<file path="config.mk">
export PLATFORM = sky130hd
export DESIGN_NAME = mdu_ctrl
export DESIGN_NICKNAME = d
export VERILOG_FILES = /design/src/rtl/mdu_pkg.sv /design/src/rtl/mdu_arith.sv /design/src/rtl/mdu_ctrl.sv
export SDC_FILE = /design/constraint.sdc
export NUM_CORES = 2
export LEC_CHECK = 0
export BUFFER_PORTS_ARGS = -buffer_cell sky130_fd_sc_hd__buf_2
export CORE_MARGIN = 1.5
export CORE_UTILIZATION = 62
export CTS_CLUSTER_DIAMETER = 60
export DETAILED_ROUTE_END_ITERATION = 10
export PLACE_DENSITY = 0.8
export SYNTH_ARGS = -nofsm -noshare
export SYNTH_HDL_FRONTEND = slang
export SYNTH_SLANG_ARGS = --single-unit
</file>
<file path="constraint.sdc">
create_clock -name clk -period 4.85 [get_ports clk]
set_input_delay 0.485 -clock clk [delete_from_list [all_inputs] [get_ports clk]]
set_output_delay 0.485 -clock clk [all_outputs]
set_load 0.02 [all_outputs]
</file>
<file path="src/rtl/mdu_pkg.sv">
// Shared encodings for the multiply/divide unit: md_op codes, FSM states, default cycle counts.
// Latency: n/a (constants and pure combinational helpers only).
// Backpressure: n/a.
package mdu_pkg;

  // md_op encodings
  localparam logic [2:0] MD_NONE  = 3'd0;
  localparam logic [2:0] MD_MULT  = 3'd1;
  localparam logic [2:0] MD_MULTU = 3'd2;
  localparam logic [2:0] MD_DIV   = 3'd3;
  localparam logic [2:0] MD_DIVU  = 3'd4;
  localparam logic [2:0] MD_MTHI  = 3'd5;
  localparam logic [2:0] MD_MTLO  = 3'd6;
  localparam logic [2:0] MD_RSVD  = 3'd7;

  // FSM state encoding
  localparam logic [0:0] ST_IDLE = 1'b0;
  localparam logic [0:0] ST_RUN  = 1'b1;

  // Default busy lengths
  localparam int MULT_CYC_DEF = 5;
  localparam int DIV_CYC_DEF  = 10;

  function automatic logic is_mult(input logic [2:0] op);
    return (op == MD_MULT) || (op == MD_MULTU);
  endfunction

  function automatic logic is_div(input logic [2:0] op);
    return (op == MD_DIV) || (op == MD_DIVU);
  endfunction

  function automatic logic is_muldiv(input logic [2:0] op);
    return is_mult(op) || is_div(op);
  endfunction

endpackage

</file>
<file path="src/rtl/mdu_arith.sv">
// Combinational HI/LO result generator for MULT/MULTU/DIV/DIVU (signed ops via magnitude + sign fixup).
// Latency: 0 cycles, purely combinational; the controller decides when results are consumed.
// Backpressure: none; outputs are only meaningful for mult/div opcodes (zero otherwise).
module mdu_arith
  import mdu_pkg::*;
(
  input  logic [2:0]  i_md_op,
  input  logic [31:0] i_rs,
  input  logic [31:0] i_rt,
  output logic [31:0] o_hi,
  output logic [31:0] o_lo
);

  logic        w_signed;
  logic        w_neg_a;
  logic        w_neg_b;
  logic [31:0] w_mag_a;
  logic [31:0] w_mag_b;
  logic [31:0] w_q_mag;
  logic [31:0] w_r_mag;
  logic [63:0] w_prod;

  // One unsigned datapath serves both signednesses: operate on magnitudes, then restore signs.
  // Magnitude of 0x8000_0000 is 2^31 as an unsigned value, so the most negative operand needs no special case.
  always_comb begin
    w_signed = (i_md_op == MD_MULT) || (i_md_op == MD_DIV);
    w_neg_a  = w_signed & i_rs[31];
    w_neg_b  = w_signed & i_rt[31];
    w_mag_a  = w_neg_a ? -i_rs : i_rs;
    w_mag_b  = w_neg_b ? -i_rt : i_rt;
    w_prod   = {32'd0, w_mag_a} * {32'd0, w_mag_b};
    w_q_mag  = 32'd0;
    w_r_mag  = 32'd0;
    if (w_mag_b != 32'd0) begin
      w_q_mag = w_mag_a / w_mag_b;
      w_r_mag = w_mag_a % w_mag_b;
    end
    o_hi = 32'd0;
    o_lo = 32'd0;
    if (is_div(i_md_op)) begin
      if (i_rt == 32'd0) begin
        // Defined divide-by-zero result: remainder is the dividend, quotient all ones.
        o_hi = i_rs;
        o_lo = 32'hFFFF_FFFF;
      end else begin
        // Quotient truncates toward zero; remainder follows the dividend's sign.
        o_lo = (w_neg_a ^ w_neg_b) ? -w_q_mag : w_q_mag;
        o_hi = w_neg_a ? -w_r_mag : w_r_mag;
      end
    end else if (is_mult(i_md_op)) begin
      {o_hi, o_lo} = (w_neg_a ^ w_neg_b) ? -w_prod : w_prod;
    end
  end

endmodule

</file>
<file path="src/rtl/mdu_ctrl.sv">
// Multiply/divide sequencer: owns HI/LO, holds results in pending regs and commits after a fixed busy window.
// Latency: MULT_CYC cycles (mult) / DIV_CYC cycles (div) after the issue edge; MTHI/MTLO update at the issue edge.
// Backpressure: combinational stall to the pipeline; issues during RUN are dropped. Macro MDU_DIV0_GUARD_EN rejects divide-by-zero.
module mdu_ctrl
  import mdu_pkg::*;
#(
  parameter int MULT_CYC = MULT_CYC_DEF,
  parameter int DIV_CYC  = DIV_CYC_DEF
)(
  input  logic        clk,
  input  logic        reset,
  input  logic        start,
  input  logic [2:0]  md_op,
  input  logic [31:0] rs_val,
  input  logic [31:0] rt_val,
  input  logic        d_is_md,
  output logic        busy,
  output logic        stall,
  output logic [31:0] hi,
  output logic [31:0] lo
);

  logic [0:0]  r_state;
  logic [3:0]  r_cnt;
  logic [31:0] r_hi;
  logic [31:0] r_lo;
  logic [31:0] r_p_hi;
  logic [31:0] r_p_lo;

  logic [31:0] w_res_hi;
  logic [31:0] w_res_lo;
  logic        w_accept;
  logic [3:0]  w_load_cnt;

  mdu_arith u_arith (
    .i_md_op (md_op),
    .i_rs    (rs_val),
    .i_rt    (rt_val),
    .o_hi    (w_res_hi),
    .o_lo    (w_res_lo)
  );

`ifdef MDU_DIV0_GUARD_EN
  // A zero divisor is rejected outright: the op never enters RUN and HI/LO keep their values.
  assign w_accept = is_muldiv(md_op) && !(is_div(md_op) && (rt_val == 32'd0));
`else
  // A zero divisor runs the full divide window and commits the defined div-by-zero result.
  assign w_accept = is_muldiv(md_op);
`endif

  assign w_load_cnt = is_div(md_op) ? 4'(DIV_CYC) : 4'(MULT_CYC);

  assign busy  = (r_state == ST_RUN);
  assign stall = d_is_md & (busy | (start & is_muldiv(md_op)));
  assign hi    = r_hi;
  assign lo    = r_lo;

  // Issue, count down and commit; HI/LO only move at MTHI/MTLO issue or at commit.
  always_ff @(posedge clk or posedge reset) begin
    if (reset) begin
      r_state <= ST_IDLE;
      r_cnt   <= 4'd0;
      r_hi    <= 32'd0;
      r_lo    <= 32'd0;
      r_p_hi  <= 32'd0;
      r_p_lo  <= 32'd0;
    end else if (r_state == ST_IDLE) begin
      if (start) begin
        if (w_accept) begin
          r_p_hi  <= w_res_hi;
          r_p_lo  <= w_res_lo;
          r_cnt   <= w_load_cnt;
          r_state <= ST_RUN;
        end else if (md_op == MD_MTHI) begin
          r_hi <= rs_val;
        end else if (md_op == MD_MTLO) begin
          r_lo <= rs_val;
        end
      end
    end else begin
      // Any start seen here is ignored; <= 1 also recovers if the count were ever zero in RUN.
      if (r_cnt <= 4'd1) begin
        r_hi    <= r_p_hi;
        r_lo    <= r_p_lo;
        r_cnt   <= 4'd0;
        r_state <= ST_IDLE;
      end else begin
        r_cnt <= r_cnt - 4'd1;
      end
    end
  end

endmodule

</file>
==> flow_summary.json, run 1 <==
{
  "status": "did not finish",
  "failing_step": "5_1_grt",
  "firstError": "[ERROR GRT-0116] Global routing finished with congestion. Check the congestion regions in the DRC Viewer.",
  "synth_nets": 12100,
  "place_hpwl_um": 345000,
  "routabilityCongestion": 1.25,
  "avgSynthCellArea_um2": 7.42,
  "pre_cts_ws_ps": -67820,
  "syn-cell-area_mm2": 0.0763,
  "place_inst": 14900,
  "groute.usage.overall_pct": 103,
  "die_h_um": 354,
  "synthTopCellsByArea": "fa_1 (24%), ha_1 (13%), nand2_1 (7.3%)",
  "synth-seq-area-share_pct": 4.36,
  "initial_utilization_pct": 62.6,
  "synth_warnings": 0,
  "grt_pass1_wl_um": 977000,
  "cts.htree.levels": 4,
  "ys.flop_type": "dfrtp_1",
  "yosysMostFrequentCell": "nand2_1",
  "yosys-top-cells-count": "nand2_1 (1478), inv_1 (1161), nor2_1 (1051), fa_1 (897), ha_1 (804)",
  "root_buffer": "clkbuf_16",
  "grt_start_max_net_pins": 91,
  "ioPinCount": 137,
  "syn-instance-count": 10300,
  "gr-total-overflow": 10100,
  "synth_area_leader_cell": "fa_1",
  "synth_cell_types": 121,
  "synthArstFlopShare_pct": 100,
  "cts_buffer_depth": 2,
  "cts_num_sinks": 133,
  "cts_buffers": 17,
  "grt_pass1_vias": 145000,
  "synth-edff-count": 0,
  "port_buffers": 136,
  "die_w_um": 354,
  "num_rows": 128,
  "ys_ff_latch": 133,
  "yosysTopAreaCellShare_pct": 23.5
}
[routing by layer]
| metal | GRT overflow | global-route usage, % |
|---|---|---|
| met1 | 636 | 93.4 |
| met3 | 510 | 89.1 |
| met5 | 82 | 80.9 |
| met2 | 6931 | 124 |
| met4 | 1985 | 110 |
[repair_timing]
item | in CTS
hold buffers | 0
pin swaps | 376
setup endpoints to repair | 64
resized for setup | 744
cloned | 6
buffers inserted | 303
[logic make-up after synthesis]
group                    share of synthesized area (%)
AND/OR/NAND/NOR                                   21.9
AO/OA/AOI/OAI                                     21.2
adder cells (fa/ha/maj)                           36.7
buffers and inverters                             8.13
XOR/XNOR                                          6.65
flip-flops                                        4.36
multiplexers                                      1.09
[per-stage QoR]
step	area (um2)	hold slack [ps]
2_1_floorplan	78800	450
3_3_place_gp	104000	462
3_5_place_dp	104000	474
4_1_cts	110000	242
==> run 2, diff against run 1 <==
--- a/config.mk
+++ b/config.mk
@@ -7,10 +7,9 @@
 export LEC_CHECK = 0
 export BUFFER_PORTS_ARGS = -buffer_cell sky130_fd_sc_hd__buf_2
 export CORE_MARGIN = 1.5
-export CORE_UTILIZATION = 62
-export CTS_CLUSTER_DIAMETER = 60
+export CORE_UTILIZATION = 40
 export DETAILED_ROUTE_END_ITERATION = 10
-export PLACE_DENSITY = 0.8
+export PLACE_DENSITY_LB_ADDON = 0.15
 export SYNTH_ARGS = -nofsm -noshare
 export SYNTH_HDL_FRONTEND = slang
 export SYNTH_SLANG_ARGS = --single-unit
==> run 2 against run 1 <==
- synthesized area unchanged
- synthesized cell count unchanged
- the flow now finishes, with violations (setup timing)
==> flow_summary.json, run 2 <==
{
  "gr-total-overflow": 0,
  "ys_ff_latch": 133,
  "cts.htree.levels": 4,
  "syn-cell-area_mm2": 0.0763,
  "synth_warnings": 0,
  "drt_iter0_drc": 10200,
  "root_buffer": "clkbuf_16",
  "layout.nets": 15500,
  "synth_nets": 12100,
  "tns_ps": -4041670,
  "num_rows": 160,
  "layout-drive-gt1-share_pct": 36.0,
  "cts_buffers": 17,
  "timing.rr.end": "hi[1]",
  "place_hpwl_um": 376000,
  "synthTopCellsByArea": "fa_1 (24%), ha_1 (13%), nand2_1 (7.3%)",
  "avgSynthCellArea_um2": 7.42,
  "maxCapViolCount": 0,
  "cts_buffer_depth": 2,
  "reg2reg_from": "r_cnt[0]",
  "holdBufCountCts": 0,
  "layout_commonest_cell": "buf_4",
  "crit_required_ps": 5150,
  "cts_tree": "done",
  "synth-seq-area-share_pct": 4.36,
  "timing.reg2reg.setup_slack_ps": 1810,
  "layout_common_cells": "buf_4 (3659), nand2_1 (1436), inv_1 (1139), nor2_1 (996), fa_1 (897)",
  "die_h_um": 440,
  "die-area_mm2": 0.193,
  "min_period_ps": 68690,
  "syn-instance-count": 10300,
  "crit_top_cell": "buf_4",
  "arrival_ps": 68990,
  "vias": 96000,
  "ioPinCount": 137,
  "groute.usage.overall_pct": 46.1,
  "place_inst": 16000,
  "worstSetupEndpointType": "flip-flop",
  "yosysTopAreaCellShare_pct": 23.5,
  "clk_latency_ps": 450,
  "grt_pass1_wl_um": 651000,
  "worst_hold_path_type": "in2async",
  "tightest_slew_ps": 1200,
  "status": "finished, violations left",
  "vias_per_cell": 5.89,
  "drv_slew": 0,
  "instances_no_fill": 16300,
  "yosysMostFrequentCell": "nand2_1",
  "drt-total-wl_um": 457000,
  "drtPass1Iterations": 7,
  "synthArstFlopShare_pct": 100,
  "setup_violations": 64,
  "synth-edff-count": 0,
  "die_w_um": 440,
  "core_mm2": 0.190,
  "cp_max_fo": 9,
  "drc_errors": 0,
  "grt_pass1_vias": 96000,
  "critical_path_class": "in2reg",
  "violations": "setup timing",
  "initial_utilization_pct": 40.2,
  "fin_skew_ps": 20.5,
  "synth_cell_types": 121,
  "worst_slack_ps": -63840,
  "report.final.hold_viol_count": 0,
  "rsz0062_at_grt": "yes",
  "startpoint_type": "primary input",
  "port_buffers": 136,
  "routabilityCongestion": 1.10,
  "fmax_mhz": 14.6,
  "antenna_found_initial": 25,
  "area_delta_synth_final_pct": 49.2,
  "cts_num_sinks": 133,
  "grt_start_max_net_pins": 99,
  "startpoint": "rs_val[9]",
  "endpoint": "r_p_hi[31]",
  "slew_headroom_pct": 19.4,
  "crit_slowest_cell": "or4b_4",
  "yosys-top-cells-count": "nand2_1 (1478), inv_1 (1161), nor2_1 (1051), fa_1 (897), ha_1 (804)",
  "reg2reg_depth": 8,
  "cpPeakStageDelay_ps": 580,
  "ys.flop_type": "dfrtp_1",
  "synth_area_leader_cell": "fa_1",
  "final_antenna_net_count": 0,
  "wl_per_cell_um": 28.0,
  "clk_pin_slew_ps": 90,
  "post-route-period-util_pct": 1420
}
## run 2: cell counts after synthesis
Identical to the previous run, type by type.
## run 2: worst min-delay path by stage
stage	slack [ps]	to
after detailed placement	470	r_p_hi[11]
after global placement	460	r_p_hi[11]
after global routing	190	hi[6]
after floorplan	450	r_p_lo[0]
final	140	hi[6]
after CTS	160	hi[6]
## run 2: area by class of cell
| type | instances | area, um2 |
|---|---|---|
| clock inverters | 14 | 169 |
| multi-input cells | 8517 | 72500 |
| inverters | 1190 | 4490 |
| flip-flops and latches | 133 | 3330 |
| clock buffers | 17 | 425 |
| diodes | 35 | 87.6 |
| well taps | 2511 | 3140 |
| repair buffers | 3890 | 29600 |
| fillers | 17700 | 76000 |
## run 2: logic make-up after synthesis
group | synth area share (%)
compound gates | 21.2
xor+xnor | 6.65
fa+ha+maj | 36.7
buf+inv | 8.13
flops | 4.36
mux | 1.09
simple gates | 21.9
## run 2: through the flow
| step | area [um2] | setup slack (ps) | util, % | hold WS [ps] |
|---|---|---|---|---|
| after floorplan | 78800 | -61280 | - | 450 |
| after CTS | 111000 | -62080 | 58.8 | 160 |
| after detailed placement | 107000 | -70770 | 56.4 | 474 |
| after global routing | 114000 | -66020 | 59.9 | 188 |
| after global placement | 107000 | -70330 | 56.4 | 464 |
| final | 114000 | -63840 | 60.0 | 142 |
## run 2: metal layers
layer  global-route usage [%]  wire length, um  share of wire (%)  vias to the layer above
met5                    0.248              448              0.098                        -
met1                     58.2           177000                 39                    46700
li1                         -                -                  -                    42100
met3                     12.6            52800                 12                     1522
met4                     31.8            39000                8.5                       31
met2                     68.1           188000                 41                     5696
## run 2: timing repair
| item | 4_1_cts | 5_1_grt |
|---|---|---|
| pin swaps | 220 | 243 |
| gates resized for setup | 534 | 303 |
| setup buffers | 175 | 95 |
| endpoints found under the setup margin | 64 | 64 |
| gates cloned | 1 | 2 |
## run 2: worst max-delay path: cells and delay by family
kind            cells  cell delay, ps
xor+xnor            2             380
fa+ha+maj          28            7630
simple gates      102           20270
compound gates    135           25810
mux                 3             850
buf+inv            97           13400
Power of run 2 is left out: the tool's default activity adds up to more than one toggle a clock period on the data nets, which glitch-free logic cannot reach.
